### config.mk
export PLATFORM = sky130hd
export DESIGN_NAME = param_stack
export DESIGN_NICKNAME = d
export VERILOG_FILES = /design/src/rtl/param_stack.sv
export SDC_FILE = /design/constraint.sdc
export NUM_CORES = 1
export LEC_CHECK = 0
export ABC_CLOCK_PERIOD_IN_PS = 3500
export CAP_MARGIN = 0
export CORE_MARGIN = 2
export CORE_UTILIZATION = 55
export DETAILED_ROUTE_END_ITERATION = 12
export HOLD_SLACK_MARGIN = 0.05
export PLACE_DENSITY_LB_ADDON = 0.08
export SLEW_MARGIN = 5
export SYNTH_ARGS = -nofsm -noshare
export SYNTH_HDL_FRONTEND = slang
export SYNTH_SLANG_ARGS = --single-unit
### constraint.sdc
create_clock -name clk -period 3.5 [get_ports clk]
set_input_delay 0.7 -clock clk [delete_from_list [all_inputs] [get_ports clk]]
set_output_delay 0.7 -clock clk [all_outputs]
set_load 0.01 [all_outputs]
### src/rtl/param_stack.sv
// Parametrised LIFO stack with replace-top (push+pop), sticky ovf/unf and registered read port.
// Optional STACK_PEEK_EN macro adds a registered random-depth peek port.
module param_stack #(
  parameter int unsigned WIDTH = 8,
  parameter int unsigned DEPTH = 32,
  localparam int unsigned CW = $clog2(DEPTH + 1),
  localparam int unsigned AW = $clog2(DEPTH)
) (
  input  logic             clk,
  input  logic             rst,
  input  logic [WIDTH-1:0] din,
  input  logic             push,
  input  logic             pop,
  input  logic             tos,
  input  logic             clr_err,
  output logic [WIDTH-1:0] dout,
  output logic             dout_vld,
  output logic             full,
  output logic             empty,
  output logic [CW-1:0]    count,
  output logic             ovf,
  output logic             unf
`ifdef STACK_PEEK_EN
  ,
  input  logic [AW-1:0]    peek_idx,
  output logic [WIDTH-1:0] peek_data,
  output logic             peek_vld
`endif
);

  logic [WIDTH-1:0] mem_q [DEPTH];
  logic [WIDTH-1:0] mem_d [DEPTH];
  logic [CW-1:0]    count_q, count_d;
  logic [WIDTH-1:0] dout_q, dout_d;
  logic             dout_vld_q, dout_vld_d;
  logic             full_q, full_d;
  logic             empty_q, empty_d;
  logic             ovf_q, ovf_d;
  logic             unf_q, unf_d;

  logic [AW-1:0]    top_idx;
  logic [AW-1:0]    wr_idx;
  logic [WIDTH-1:0] top_data;
  logic             is_full;
  logic             is_empty;

  assign is_full  = (count_q == CW'(DEPTH));
  assign is_empty = (count_q == '0);
  assign top_idx  = AW'(count_q - CW'(1));
  assign wr_idx   = AW'(count_q);
  assign top_data = mem_q[top_idx];

  // Next-state: pop outranks tos; push+pop is handled as a single replace-top/bypass op.
  always_comb begin
    mem_d      = mem_q;
    count_d    = count_q;
    dout_d     = dout_q;
    dout_vld_d = 1'b0;
    ovf_d      = ovf_q & ~clr_err;
    unf_d      = unf_q & ~clr_err;

    if (push && pop) begin
      dout_vld_d = 1'b1;
      if (!is_empty) begin
        dout_d          = top_data;
        mem_d[top_idx]  = din;
      end else begin
        dout_d = din;
      end
    end else begin
      if (pop || tos) begin
        if (!is_empty) begin
          dout_d     = top_data;
          dout_vld_d = 1'b1;
          if (pop) count_d = count_q - CW'(1);
        end else begin
          unf_d = 1'b1;
        end
      end
      if (push) begin
        if (!is_full) begin
          mem_d[wr_idx] = din;
          count_d       = count_q + CW'(1);
        end else begin
          ovf_d = 1'b1;
        end
      end
    end

    full_d  = (count_d == CW'(DEPTH));
    empty_d = (count_d == '0);
  end

  always_ff @(posedge clk or negedge rst) begin
    if (!rst) begin
      for (int i = 0; i < int'(DEPTH); i++) mem_q[i] <= '0;
      count_q    <= '0;
      dout_q     <= '0;
      dout_vld_q <= 1'b0;
      full_q     <= 1'b0;
      empty_q    <= 1'b1;
      ovf_q      <= 1'b0;
      unf_q      <= 1'b0;
    end else begin
      mem_q      <= mem_d;
      count_q    <= count_d;
      dout_q     <= dout_d;
      dout_vld_q <= dout_vld_d;
      full_q     <= full_d;
      empty_q    <= empty_d;
      ovf_q      <= ovf_d;
      unf_q      <= unf_d;
    end
  end

  assign dout     = dout_q;
  assign dout_vld = dout_vld_q;
  assign count    = count_q;
  assign full     = full_q;
  assign empty    = empty_q;
  assign ovf      = ovf_q;
  assign unf      = unf_q;

`ifdef STACK_PEEK_EN
  logic [WIDTH-1:0] peek_data_q, peek_data_d;
  logic             peek_vld_q, peek_vld_d;

  // Peek samples the pre-update stack; depth 0 is the current top.
  always_comb begin
    peek_vld_d  = (CW'(peek_idx) < count_q);
    peek_data_d = '0;
    if (peek_vld_d) peek_data_d = mem_q[AW'(count_q - CW'(1) - CW'(peek_idx))];
  end

  always_ff @(posedge clk or negedge rst) begin
    if (!rst) begin
      peek_data_q <= '0;
      peek_vld_q  <= 1'b0;
    end else begin
      peek_data_q <= peek_data_d;
      peek_vld_q  <= peek_vld_d;
    end
  end

  assign peek_data = peek_data_q;
  assign peek_vld  = peek_vld_q;
`endif

endmodule

==> reports/metrics.yaml <==
status:
  status: "completed"
synth:
  yosysWarnings: 0
  synth-seq-cells: 275
  synth_flop_cell: "dfrtp_1"
  seq_area_frac_synth_pct: 50.5
  synthDistinctLibCells: 65
  netlist_area_um2: 13600
  syn_inst: 997
  synth_nets: 1016
  synth.area.top_cells: "dfrtp_1 (50%), mux2_2 (20%), mux4_2 (11%)"
  synth-async-reset-ratio_pct: 100
  synth_edf_count: 0
  avgSynthCellArea_um2: 13.7
  yosys.area.top_type: "dfrtp_1"
  synth_top_area_share_pct: 50.3
setup_path:
  crit_buf_inv: 1
  slowest_delay_ps: 530
  path_cells: "inv_1 > ha_1 > nand2b_1 > nand2_1 > mux4_2 > nor2b_1 > a211oi_1 > o41ai_1"
  worstPathArrival_ps: 3540
  crit_fanout: 10
  startpoint: "count[0]"
  regToRegStartpoint: "count[0]"
  end_kind: "register"
  cp-start-kind: "register"
  required_ps: 3920
  crit_family: "simple AND/OR/NAND/NOR gates"
  cp_slowest_cell: "a211oi_1"
  critical_path_class: "reg -> reg"
floorplan:
  die_h_um: 161
  die_x_um: 161
  ios: 33
  core_area_um2: 24300
  die_area_um2: 26100
  initial_utilization_pct: 56.0
  num_rows: 57
timing:
  max_clock_freq_mhz: 320
  skew_ps: 35.3
  slew_headroom_pct: 34.5
  rsz0062_at_grt: "false"
  finalMaxSlewViolations: 0
  worst_pin_slew_ps: 977
  finalSetupViolations: 0
  post-route-period-util_pct: 89.3
  tns_ps: 0
  fin_crit_ps: 3130
  hold_viol_final: 0
route:
  vias_per_cell: 6.37
  drc: 0
  dr.pass1.iters: 5
  num_vias: 8817
  ant_nets: 0
  drt_iter0_markers: 950
  wl_per_cell_um: 25.6
  wirelength_um: 35500
final_layout:
  layout_common_cells: "dfrtp_1 (273), mux2_2 (245), mux4_2 (64), buf_4 (49), nand2_1 (39)"
  final_common_cell: "dfrtp_1"
  diodes: 0
  filler_cell_count: 1835
  area_growth_pct: 13.4
  layout-drive-gt1-share_pct: 42.3
  multi_input_area_um2: 6400
  final_core_util_pct: 63.5
  final_nets: 1061
  seq_area_um2: 6890
power:
  power_leakage_nw: 6.69
  power.share.clock_pct: 20.2
  power_density_nw_per_um2: 1000
  intPower_mw: 9.90
  power_frac_seq_pct: 34.4
  irDropWorstVdd_mv: 0.498
  switching_share_pct: 36.2
  p_switching_mw: 5.63
  power_frac_comb_pct: 45.4
global_route:
  grt_max_degree: 88
  antenna_found_initial: 0
  grt_overflow: 0
  grt_pass1_wl_um: 55300
  grt_pass1_vias: 8774
  grt_util_all_layers_pct: 28.0
clocking:
  cts_buffers: 30
  cts_root_buf: "clkbuf_16"
  clk_latency_ps: 590
  ctsHoldBuffers: 0
  cts_max_path_buffers: 3
  clock_sinks: 275
  cts_tree: "built"
  ctsResizeCount: 0
  clk_pin_slew_ps: 60
  post_cts_buffers: 0
  htree_levels: 1
job:
  cap_violations: 0
placement:
  hpwl_um: 23800
  gp_congestion: 0.985
  port_buffers: 32
hold_path:
  hp-class: "in -> async"
[final cells by class]
| class | count | area share (%) |
|---|---|---|
| clock inverters | 10 | 0.866 |
| clock buffers | 41 | 5.45 |
| repair buffers | 83 | 4.75 |
| inverters | 12 | 0.292 |
| multi-input cells | 640 | 41.5 |
| well taps | 324 | 2.62 |
| flip-flops and latches | 275 | 44.6 |
[flip-flops by register name, summed over array words and instances, names as in the netlist]
| register | flops |
|---|---|
| dout | 8 |
| unf | 1 |
| mem_q | 256 |
| full | 1 |
| empty | 1 |
| dout_vld | 1 |
| ovf | 1 |
| count | 6 |
[power groups by stage]
stage                     Clock (mW)  Combinational, mW  Sequential (mW)
after global routing            3.32               7.47             5.51
after global placement             0               6.93             5.33
final                           3.13               7.05             5.34
after CTS                       3.19               7.03             5.33
after detailed placement           0               6.99             5.38
after floorplan                    0               4.86             5.14
[logic make-up (layout without fill, tap and decap cells)]
group | Yosys count | in the layout | synth area share (%)
fa+ha+maj | 5 | 5 | 0.459
flops | 275 | 275 | 50.5
compound gates | 121 | 121 | 6.48
xor+xnor | 6 | 6 | 0.441
simple gates | 170 | 170 | 6.46
buf+inv | 82 | 146 | 2.58
mux | 338 | 338 | 33.1
[worst paths after layout]
path	endpoint	slack, ps	depth (start not counted)
worst max-delay path	dout[7]	370	8
worst min-delay path	mem_q[235]	160	1
worst max register to register	dout[7]	370	8
worst min register to register	mem_q[107]	480	1
max in group asynchronous	mem_q[165]	2420	2
min in group clk	mem_q[107]	480	1
[cells in the mapped netlist, drive strengths merged (11+ instances only)]
library cell / count
a21oi: 13
a32oi: 14
buf: 21
clkbuf: 49
dfrtp: 274
inv: 11
mux2: 257
mux2i: 17
mux4: 64
nand2: 59
nand3: 13
nor2: 32
nor2b: 11
nor3: 21
o21ai: 18
o22ai: 26
[per-layer routing]
layer,GRT usage (%),vias to the layer above,share of wire (%)
li1,-,3844,-
met4,6.57,0,2.6
met2,41.2,276,44
met3,5.08,60,6.0
met1,43.8,4637,47
met5,0,-,0
[metrics by stage]
stage	hold WS (ps)	cells	instance area [um^2]	worst slack (ps)	total power, mW
2_1_floorplan	404	997	13600	39.0	10.0
3_3_place_gp	462	1334	14500	313	12.3
3_5_place_dp	474	1334	14500	270	12.4
4_1_cts	170	1385	15500	430	15.5
5_1_grt	211	1385	15500	151	16.3
6_report	163	1385	15500	374	15.5
No activity file was read; power rests on OpenSTA's default activity.
